--- src/rtl/async_arb_pkg.sv ---
// async_arb_pkg: shared types, constants and helpers for rr_mutex_arbiter.
package async_arb_pkg;

    // Handshake FSM states of the arbiter.
    typedef enum logic [1:0] {
        IDLE,
        ACQ,
        HOLD,
        REL
    } arb_state_t;

    // Width of the HOLD watchdog counter.
    localparam int TO_CNT_W = 16;

    // Lowest set bit of a vector of up to 16 requesters, returned as {found, index}.
    function automatic logic [4:0] rr_pick(input logic [15:0] vec);
        logic [4:0] r;
        r = '0;
        for (int i = 15; i >= 0; i--) begin
            if (vec[i]) r = {1'b1, 4'(i)};
        end
        return r;
    endfunction

endpackage

--- src/rtl/rr_priority_pick.sv ---
// rr_priority_pick: combinational round-robin selector. Rotates the eligible
// vector so the slot after 'last' sits at bit 0, priority-encodes the lowest
// set bit, then rotates the index back into requester numbering.
module rr_priority_pick
    import async_arb_pkg::*;
#(
    parameter int N_REQ = 4
) (
    input  logic [N_REQ-1:0]         elig,
    input  logic [$clog2(N_REQ)-1:0] last,
    output logic                     found,
    output logic [$clog2(N_REQ)-1:0] idx
);

    localparam int IDX_W = $clog2(N_REQ);
    localparam logic [4:0] N5 = 5'(N_REQ);

    logic [2*N_REQ-1:0] dbl;
    logic [15:0]        rot;
    logic [4:0]         start;
    logic [4:0]         pick;
    logic [4:0]         sum;

    // Rotate, priority-encode, rotate back; 'start' wraps at N_REQ for non-power-of-two sizes.
    always_comb begin
        start = 5'(last) + 5'd1;
        if (start >= N5) start = '0;
        dbl   = {elig, elig};
        rot   = 16'(N_REQ'(dbl >> start));
        pick  = rr_pick(rot);
        found = pick[4];
        sum   = start + {1'b0, pick[3:0]};
        if (sum >= N5) sum = sum - N5;
        idx   = IDX_W'(sum);
    end

endmodule

--- src/rtl/rr_mutex_arbiter.sv ---
// rr_mutex_arbiter: clocked round-robin mutual-exclusion element sharing one
// four-phase resource channel among N_REQ four-phase requesters.
// Optional feature: define ARB_TIMEOUT_EN to enable the HOLD watchdog, which
// forcibly releases an owner after TIMEOUT_CYC HOLD cycles and masks it until
// its request is seen low.
module rr_mutex_arbiter
    import async_arb_pkg::*;
#(
    parameter int N_REQ       = 4,
    parameter int TIMEOUT_CYC = 255
) (
    input  logic                     clk,
    input  logic                     rst,
    input  logic [N_REQ-1:0]         req,
    output logic [N_REQ-1:0]         ack,
    output logic                     res_req,
    input  logic                     res_ack,
    output logic [$clog2(N_REQ)-1:0] grant_id,
    output logic                     busy,
    output logic                     timeout_err
);

    localparam int               IDX_W    = $clog2(N_REQ);
    localparam logic [IDX_W-1:0] LAST_RST = IDX_W'(N_REQ - 1);
    localparam logic [N_REQ-1:0] ONE      = N_REQ'(1);

    arb_state_t       state;
    logic [IDX_W-1:0] last;
    logic [N_REQ-1:0] mask;
    logic [N_REQ-1:0] elig;
    logic             found;
    logic [IDX_W-1:0] win_idx;
    logic             owner_req;
    logic             timeout_hit;

    assign elig      = req & ~mask;
    assign owner_req = req[grant_id];

    rr_priority_pick #(
        .N_REQ (N_REQ)
    ) u_pick (
        .elig  (elig),
        .last  (last),
        .found (found),
        .idx   (win_idx)
    );

`ifdef ARB_TIMEOUT_EN
    localparam logic [TO_CNT_W-1:0] TO_LAST = TO_CNT_W'(TIMEOUT_CYC - 1);

    logic [TO_CNT_W-1:0] hold_cnt;

    // The owner has now spent TIMEOUT_CYC cycles in HOLD without releasing.
    assign timeout_hit = (state == HOLD) && owner_req && (hold_cnt == TO_LAST);

    // Watchdog: counter runs only in HOLD (zero on entry), pulses on expiry and masks the offender.
    always_ff @(posedge clk) begin
        if (rst) begin
            hold_cnt    <= '0;
            mask        <= '0;
            timeout_err <= 1'b0;
        end else begin
            timeout_err <= timeout_hit;
            if (state == HOLD) hold_cnt <= hold_cnt + TO_CNT_W'(1);
            else               hold_cnt <= '0;
            for (int i = 0; i < N_REQ; i++) begin
                if (!req[i]) mask[i] <= 1'b0;
            end
            if (timeout_hit) mask[grant_id] <= 1'b1;
        end
    end
`else
    // Keeps the watchdog limit referenced in a build without the watchdog.
    logic [TO_CNT_W-1:0] cfg_unused;
    assign cfg_unused  = TO_CNT_W'(TIMEOUT_CYC);

    assign timeout_hit = 1'b0;
    assign mask        = '0;
    assign timeout_err = 1'b0;
`endif

    // Handshake FSM: grant from IDLE only, ack after the resource acks, release back through REL.
    always_ff @(posedge clk) begin
        if (rst) begin
            state    <= IDLE;
            ack      <= '0;
            res_req  <= 1'b0;
            grant_id <= '0;
            busy     <= 1'b0;
            last     <= LAST_RST;
        end else begin
            case (state)
                IDLE: begin
                    if (found) begin
                        grant_id <= win_idx;
                        res_req  <= 1'b1;
                        busy     <= 1'b1;
                        state    <= ACQ;
                    end
                end
                ACQ: begin
                    // An early request drop is ignored until the resource handshake completes.
                    if (res_ack) begin
                        ack   <= ONE << grant_id;
                        state <= HOLD;
                    end
                end
                HOLD: begin
                    if (!owner_req || timeout_hit) begin
                        ack     <= '0;
                        res_req <= 1'b0;
                        state   <= REL;
                    end
                end
                REL: begin
                    if (!res_ack) begin
                        last  <= grant_id;
                        busy  <= 1'b0;
                        state <= IDLE;
                    end
                end
                default: state <= IDLE;
            endcase
        end
    end

endmodule

--- config.mk ---
export PLATFORM = sky130hd
export DESIGN_NAME = rr_mutex_arbiter
export DESIGN_NICKNAME = d
export VERILOG_FILES = /design/src/rtl/async_arb_pkg.sv /design/src/rtl/rr_priority_pick.sv /design/src/rtl/rr_mutex_arbiter.sv
export SDC_FILE = /design/constraint.sdc
export NUM_CORES = 1
export LEC_CHECK = 0
export ABC_AREA = 1
export CORE_AREA = 2 2 45 47
export CTS_BUF_LIST = sky130_fd_sc_hd__clkbuf_8
export CTS_CLUSTER_DIAMETER = 40
export CTS_CLUSTER_SIZE = 28
export DETAILED_ROUTE_END_ITERATION = 12
export DIE_AREA = 0 0 47 49
export GPL_TIMING_DRIVEN = 0
export HOLD_SLACK_MARGIN = 0.12
export PLACE_DENSITY = 0.8
export SYNTH_ARGS = -nofsm -noshare
export SYNTH_HDL_FRONTEND = slang
export SYNTH_HIERARCHICAL = 1
export SYNTH_SLANG_ARGS = --single-unit
--- constraint.sdc ---
create_clock -name clk -period 5.5 [get_ports clk]
set_input_delay 0.825 -clock clk [delete_from_list [all_inputs] [get_ports clk]]
set_output_delay 0.825 -clock clk [all_outputs]
set_load 0.01 [all_outputs]
==> results.ini, run 1 <==
[status]
status = complete, no violations

[drt]
routed-via-count = 943
wirelength_um = 1800
drt_first_pass_iters = 4
routed_via_density = 4.84
dr.first_iter.drc_count = 29
ant_nets = 0
drc_errors = 0
wl_per_cell_um = 9.22

[global_routing]
first_global_vias = 823
track_usage_pct = 18.4
grt-ovfl-total = 0
grt_pass1_wl_um = 3250
grt_max_degree = 11
antenna_found_initial = 0

[setup_path]
rrSetupSlack_ns = 3.38
worstSetupPathType = input pin to register
crit_fanout = 4
r2r_cells = 11
r2r-start = last[0]
start_kind = input pin
worstPathArrival_ns = 2.49
r2r_end = state[1]
critPathRequiredTime_ns = 5.64
endpoint_kind = register

[cells_and_area]
drive_gt1_share_pct = 15.5
antenna_cells = 0
area_growth_pct = 22.4
final_core_util_pct = 63.9
fin_nets = 182

[sta]
finalCriticalPeriod_ns = 2.36
fmax_ghz = 0.425
rsz0062_at_grt = no
hold_viol_final = 0
drv_slew = 0
setup_viol = 0
post-route-period-util_pct = 42.8
finClkSkew_ns = 0.000781
setup_tns_ns = 0

[floorplan]
initial_core_util_pct = 52.2
dieArea_mm2 = 0.00230
die_h_um = 49
core-area_mm2 = 0.00184
die_x_um = 47
fp-row-count = 16
io_pins = 16

[clock_network]
cts_max_path_buffers = 2
insertion_delay_ns = 0.24
cts_resized = 0
cts_inserted_buffers = 3
clock-root-buffer = clkbuf_8
ctsHoldBuffers = 0
clk_pin_slew_ns = 0.05
cts_setup_buffers = 0
cts_htree_levels = 1
cts_tree = yes
clock_sinks = 12

[place]
gp_congestion = 0.788
dp_hpwl_um = 1460
place.port_buffers = 14

[yosys]
syn_avg_cell_area_um2 = 6.37
synth_area_leaders = dfxtp_1 25%, nand2_1 19%, inv_1 7.4%
seq_area_frac_synth_pct = 25.0
syn_nets = 163
synth_top_area_share_pct = 25.0
yosysTopAreaCell = dfxtp_1
synth-seq-cells = 12
yosysUniqueCellTypes = 24
synth_warnings = 6
syn_inst = 151
synth_area_um2 = 962

[pwr]
ir_worst_vdd_mv = 0.302
p_sw_w = 0.000233
comb_power_share_pct = 58.4
p_per_area_mw_per_mm2 = 456
clock_power_share_pct = 14.6
switching_share_pct = 43.4
power.leakage_nw = 0.611
p_int_w = 0.000304
p_seq_share_pct = 27.0

[worst_hold_path]
min_delay_path_depth = 2
hold_class = register to register
hold_start = res_req
hold_end = res_req

[flow_run]
drv_cap = 0

==> sequential cells by signal (all words and copies together) (netlist names) <==
register	count
ack	4
busy	1
grant_id	2
last	2
res_req	1
state	2
==> cells in the final DEF, fill, tap and decap left out <==
| master | n |
|---|---|
| nor3_1 | 1 |
| buf_4 | 2 |
| or2_2 | 1 |
| clkdlybuf4s50_1 | 14 |
| o21ai_1 | 3 |
| nand2_1 | 49 |
| dfxtp_1 | 12 |
| nand3_1 | 10 |
| nand3_4 | 2 |
| inv_1 | 19 |
| nand3_2 | 1 |
| nor2_4 | 2 |
| bufinv_8 | 1 |
| ha_1 | 5 |
| inv_2 | 4 |
| nand2_4 | 1 |
| a21oi_1 | 6 |
| nand2_2 | 9 |
| o211ai_1 | 3 |
| clkinv_1 | 2 |
| o21ai_0 | 2 |
| nor2_1 | 11 |
| o221a_1 | 1 |
| conb_1 | 1 |
| nand4_1 | 3 |
| clkbuf_8 | 3 |
==> power by group through the flow <==
| stage | Sequential (W) | Clock [W] | Combinational [W] |
|---|---|---|---|
| finish | 0.000145 | 0.0000784 | 0.000314 |
| global route | 0.000149 | 0.0000834 | 0.000355 |
| floorplan | 0.000152 | 0 | 0.000221 |
| detailed placement | 0.000146 | 0 | 0.000312 |
| CTS | 0.000145 | 0.0000805 | 0.000314 |
| global placement | 0.000144 | 0 | 0.000307 |
==> cell usage after synthesis (all sizes together) <==
cell type	count
or2	1
dfxtp	12
clkinv	2
o221a	1
a21oi	6
ha	5
buf	2
o21ai	5
nor2	13
nor3	1
nand3	13
bufinv	1
inv	23
o211ai	3
conb	1
nand4	3
nand2	59
==> layout make-up <==
class | instances | area, µm²
repair buffers | 14 | 140
well taps | 27 | 33.8
inverters | 26 | 111
plain buffers | 2 | 15.0
clock buffers | 3 | 41.3
flip-flops and latches | 12 | 240
multi-input cells | 111 | 596
fillers | 189 | 664
==> metrics by stage <==
step                      setup slack [ns]  cells  instance area [µm²]  hold WS [ns]  power (W)
final                                 3.14    195                 1180         0.458   0.000537
after global routing                  2.91    195                 1180         0.495   0.000588
after CTS                             3.14    195                 1180         0.462   0.000539
after detailed placement              2.89    192                 1140         0.452   0.000458
after global placement                2.92    192                 1140         0.449   0.000451
after floorplan                       3.58    151                  962         0.450   0.000374
==> routing by layer <==
layer / vias to the layer above / GRT usage, % / part of all wire, %
met5: - / 0 / 0
met2: 21 / 28.1 / 46
li1: 510 / - / -
met3: 2 / 7.41 / 4.5
met4: 0 / 2.31 / 0.50
met1: 410 / 24.8 / 49
==> worst max path at each step <==
stage	cells past startpoint	slack, ns	to	startpoint
6_report	12	3.14	state[1]	req[0]
3_3_place_gp	12	2.92	state[0]	req[0]
2_1_floorplan	11	3.58	state[0]	req[0]
3_5_place_dp	12	2.89	state[0]	req[0]
4_1_cts	12	3.14	state[1]	req[0]
5_1_grt	13	2.91	state[0]	req[0]
==> critical path, cell delays in order <==
cell and delay [ns]:
clkdlybuf4s50_1 0.51, inv_1 0.07, o21ai_1 0.20, nand2_1 0.10, nand2_2 0.11, nor2_4 0.05
nand3_1 0.09, nor2_1 0.07, a21oi_1 0.21, nand3_4 0.11, nor2_1 0.10, nor2_1 0.05
==> kinds of logic after synthesis <==
family,count (synthesis),share of synthesized area [%]
adder cells (fa/ha/maj),5,6.50
buffers and inverters,28,13.1
AO/OA/AOI/OAI,15,9.23
flip-flops,12,25.0
AND/OR/NAND/NOR,90,45.8
other,1,0.390
Power figures use the tool's default switching activity.
==> run 2: changes to the inputs <==
Settings changed: CORE_AREA 2 2 45 47 to 2 2 48 50, DIE_AREA 0 0 47 49 to 0 0 50 52, PLACE_DENSITY 0.8 to 0.74.
Clock period 5.5 ns to 2.1 ns, I/O delays scaled along.
==> results.ini, run 2 (synthesis results as in run 1) <==
[drt]
ant_nets = 0  ; unchanged
drt_first_pass_iters = 4  ; unchanged
wl_per_cell_um = 9.32  ; +1.1%
drc_errors = 0  ; unchanged
wirelength_um = 1830  ; +1.6%
dr.first_iter.drc_count = 21  ; -28%
routed_via_density = 4.81  ; -0.62%
routed-via-count = 942  ; -0.11%

[setup_path]
cp_cell_sequence = clkdlybuf4s50_1, inv_1, o21ai_1, nand2_1, nand2_2, nor2_4, nand3_1, nor2_2, a21oi_1, nand3_4, nor2_1, nor2_1
slowest_delay_ns = 0.51  ; about the same
crit_top_cell = nor2_1
cp_slowest_cell = clkdlybuf4s50_1
crit_fanout = 4  ; unchanged
worstSetupPathType = input pin to register
start_kind = input pin
critPathRequiredTime_ns = 2.23  ; -3.41 ns
critPathLaunch = req[0]
endpoint_kind = register
r2r-start = last[0]
r2r_cells = 12  ; +1
worstPathArrival_ns = 2.04  ; -0.45 ns

[global_routing]
first_global_vias = 848  ; +3.0%
grt-ovfl-total = 0  ; unchanged
grt_max_degree = 11  ; unchanged
track_usage_pct = 16.3  ; -2.0 points
antenna_found_initial = 0  ; unchanged
grt_pass1_wl_um = 3330  ; +2.6%

[sta]
drv_slew = 0  ; unchanged
finClkSkew_ns = 0.00495  ; +0.00417 ns
finalCriticalPeriod_ns = 1.90
post-route-period-util_pct = 90.6
setup_viol = 0  ; unchanged
hold_viol_final = 0  ; unchanged
setup_tns_ns = 0  ; unchanged
rsz0062_at_grt = no
fmax_ghz = 0.526

[pwr]
total_power_w = 0.00142  ; +170%
p_per_area_mw_per_mm2 = 1190  ; +160%
power.leakage_nw = 0.612  ; +0.15%
ir_worst_vdd_mv = 0.776  ; +160%

[cells_and_area]
fin_nets = 182  ; unchanged
nFillCells = 198  ; +4.8%
final_core_util_pct = 57.0  ; -6.9 points
area_growth_pct = 24.7
final_common_cell = nand2_1
drive_gt1_share_pct = 17.9  ; +2.4 points
multiInputGateArea_um2 = 613  ; +2.9%
regMostFlops = ack
largest_reg_flops = 4  ; unchanged
regArea_um2 = 244  ; +1.6%
stdcell_count = 196  ; +0.51%
antenna_cells = 0  ; unchanged
most-common-layout-cells = 48 x nand2_1, 19 x inv_1, 14 x clkdlybuf4s50_1

[clock_network]
cts_resized = 1  ; +1
cts_setup_buffers = 0  ; unchanged
cts_inserted_buffers = 3  ; unchanged
cts_tree = yes
clock_sinks = 12  ; unchanged
ctsHoldBuffers = 0  ; unchanged
clk_pin_slew_ns = 0.05  ; about the same
cts_max_path_buffers = 2  ; unchanged
cts_htree_levels = 1  ; unchanged
insertion_delay_ns = 0.24  ; about the same
clock-root-buffer = clkbuf_8

[floorplan]
io_pins = 16  ; unchanged
fp-row-count = 17  ; +1
die_x_um = 50  ; +6.4%
die_h_um = 52  ; +6.1%
dieArea_mm2 = 0.00260  ; +13%
core-area_mm2 = 0.00211  ; +14%
initial_core_util_pct = 45.7  ; -6.5 points

[worst_hold_path]
hold_class = register to register
min_delay_path_depth = 2  ; unchanged
hold_start = res_req

[place]
gp_congestion = 0.827  ; +4.9%
place.port_buffers = 14  ; unchanged
dp_hpwl_um = 1440  ; -1.3%
dp_cells = 193  ; +0.52%

[flow_run]
drv_cap = 0  ; unchanged

[status]
status = complete, no violations

## run 2: cell counts in the layout (fill, tap and decap cells not counted)
Identical to the previous run, type by type.
## run 2: path summary, 6_finish.rpt
kind	to	slack [ns]
worst min-delay path	res_req	0.46
worst max register to register	state[1]	0.21
worst max-delay path	state[0]	0.20
worst min register to register	res_req	0.46
## run 2: power breakdown
| part | switching, W | total, W | internal [W] |
|---|---|---|---|
| logic | 0.000467 | 0.000840 | 0.000373 |
| registers | 0.0000724 | 0.000381 | 0.000309 |
| clock network | 0.0000771 | 0.000203 | 0.000126 |
| total | 0.000616 | 0.00142 | 0.000807 |
## run 2: layout make-up
cell class              count  share of cell area (%)
plain buffers               2                    1.25
clock buffers               3                    3.44
inverters                  26                    9.28
multi-input cells         111                    51.1
flip-flops and latches     12                    20.3
well taps                  28                    2.92
repair buffers             14                    11.7
## run 2: metal layers
layer / track usage, % / share of wire [%] / vias up
met1: 20.8 / 50 / 405
met5: 0 / 0 / -
met2: 27.2 / 44 / 30
li1: - / - / 505
met4: 2.78 / 0.71 / 0
met3: 5.17 / 5.4 / 2
## run 2: critical path, delay by kind of cell
family	cells	cell delay, ns
compound gates	2	0.44
buf+inv	2	0.57
simple gates	8	0.69
## run 2: stage by stage
step                setup slack, ns  hold slack (ns)  cell area, µm²
floorplan                     0.189            0.384             962
global placement            0.00399            0.450            1140
detailed placement          -0.0215            0.457            1140
CTS                          0.0537            0.467            1180
global route                 0.0352            0.494            1200
finish                        0.197            0.458            1200
==> run 3: changes to the inputs <==
Settings changed: RECOVER_POWER set to 25.
==> results.ini, run 3 (synthesis results as in run 1) <==
[cells_and_area]
postLayoutCellArea_mm2 = 0.00120  ; unchanged
antenna_cells = 0  ; unchanged
area_growth_pct = 24.7  ; unchanged
multiInputGateArea_um2 = 613  ; unchanged
regMostFlops = ack
most-common-layout-cells = 48 x nand2_1, 19 x inv_1, 11 x dfxtp_1, 11 x clkdlybuf4s50_1
largest_reg_flops = 4  ; unchanged
fin_nets = 182  ; unchanged
final_common_cell = nand2_1
final_core_util_pct = 57.0  ; unchanged
nFillCells = 198  ; unchanged
drive_gt1_share_pct = 17.9  ; unchanged
regArea_um2 = 244  ; unchanged

[status]
status = complete, no violations

[clock_network]
cts_htree_levels = 1  ; unchanged
cts_max_path_buffers = 2  ; unchanged
cts_inserted_buffers = 3  ; unchanged
insertion_delay_ns = 0.24  ; about the same
cts_tree = yes
clock_sinks = 12  ; unchanged
clock-root-buffer = clkbuf_8
clk_pin_slew_ns = 0.05  ; about the same
ctsHoldBuffers = 0  ; unchanged

[floorplan]
fp-row-count = 17  ; unchanged
initial_core_util_pct = 45.7  ; unchanged
core-area_mm2 = 0.00211  ; unchanged
io_pins = 16  ; unchanged
dieArea_mm2 = 0.00260  ; unchanged
die_x_um = 50  ; unchanged
die_h_um = 52  ; unchanged

[setup_path]
critPathRequiredTime_ns = 2.23  ; about the same
endpoint_kind = register
start_kind = input pin
worstPathArrival_ns = 2.04  ; about the same
worstSetupPathType = input pin to register
crit_fanout = 4  ; unchanged

[flow_run]
drv_cap = 0  ; unchanged

[pwr]
ir_worst_vdd_mv = 0.774  ; -0.21%
p_per_area_mw_per_mm2 = 1180  ; -0.51%
power.leakage_nw = 0.619  ; +1.1%

[global_routing]
grt-ovfl-total = 0  ; unchanged
grt_max_degree = 11  ; unchanged
track_usage_pct = 16.3  ; unchanged
antenna_found_initial = 0  ; unchanged
grt_pass1_wl_um = 3330  ; unchanged
first_global_vias = 848  ; unchanged

[sta]
finClkSkew_ns = 0.00498  ; +0.0000322 ns
rsz0062_at_grt = no
drv_slew = 0  ; unchanged
setup_tns_ns = 0  ; unchanged
hold_viol_final = 0  ; unchanged
finalCriticalPeriod_ns = 1.90  ; -0.0000170 ns
setup_slack_ns = 0.197  ; +0.0000170 ns
setup_viol = 0  ; unchanged
post-route-period-util_pct = 90.6  ; about the same
fmax_ghz = 0.526  ; about the same

[drt]
drc_errors = 0  ; unchanged
wl_per_cell_um = 9.32  ; about the same
ant_nets = 0  ; unchanged
routed_via_density = 4.78  ; -0.64%
drt_first_pass_iters = 4  ; unchanged
wirelength_um = 1830  ; about the same
routed-via-count = 936  ; -0.64%
dr.first_iter.drc_count = 21  ; unchanged

[place]
dp_hpwl_um = 1440  ; unchanged
gp_congestion = 0.827  ; unchanged
pre_cts_ws_ns = -0.0215  ; unchanged
place.port_buffers = 14  ; unchanged
dpl_cell_area_mm2 = 0.00114  ; unchanged

[worst_hold_path]
hold_class = register to register

## run 3: changes by cell type in the layout (fill, tap and decap cells not counted)
cell             change
clkdlybuf4s50_1      -3
dlygate4sd3_1        +3
## run 3: final timing paths
kind / to / start / cells after the start / slack, ns
hold / removal: res_req / res_req / 2 / 0.46
hold reg to reg: res_req / res_req / 2 / 0.46
setup reg to reg: state[1] / last[0] / 12 / 0.21
setup / recovery: state[0] / req[0] / 12 / 0.20
## run 3: per-layer routing
metal  GRT usage [%]  wire [µm]  part of all wire [%]
met1            20.8        907                    50
met2            27.2        803                    44
met3            5.17        102                   5.6
met4            2.78         13                  0.71
met5               0          0                     0
## run 3: timing repair
item                                    in CTS  in global routing
endpoints found under the setup margin       3                  4
resized for setup                            1                  5
setup buffers                                0                  0
cloned                                       0                  0
## run 3: metrics by stage
stage	power [W]	hold slack (ns)	instances
after floorplan	0.000978	0.384	151
after global placement	0.00119	0.450	193
after detailed placement	0.00121	0.457	193
after CTS	0.00142	0.467	196
after global routing	0.00158	0.494	196
final	0.00142	0.458	196
## run 3: final cells by class
class	count	share of cell area (%)
buffer	2	1.25
tap	28	2.92
timing repair buffer	14	11.7
sequential	12	20.3
clock buffer	3	3.44
multi-input combinational	111	51.1
inverter	26	9.28
## run 3: report_power, final
part	switching [W]	internal, W	leakage, nW
Clock	0.0000770	0.000126	0.0216
Combinational	0.000467	0.000366	0.498
Sequential	0.0000716	0.000309	0.0991
Total	0.000616	0.000801	0.619
## run 3: worst max-delay path: stages
cell and delay (ns):
clkdlybuf4s50_1 0.51, inv_1 0.06, o21ai_1 0.22, nand2_1 0.10, nand2_2 0.11, nor2_4 0.05, nand3_1 0.11, nor2_2 0.06
a21oi_1 0.22, nand3_4 0.11, nor2_1 0.10, nor2_1 0.05
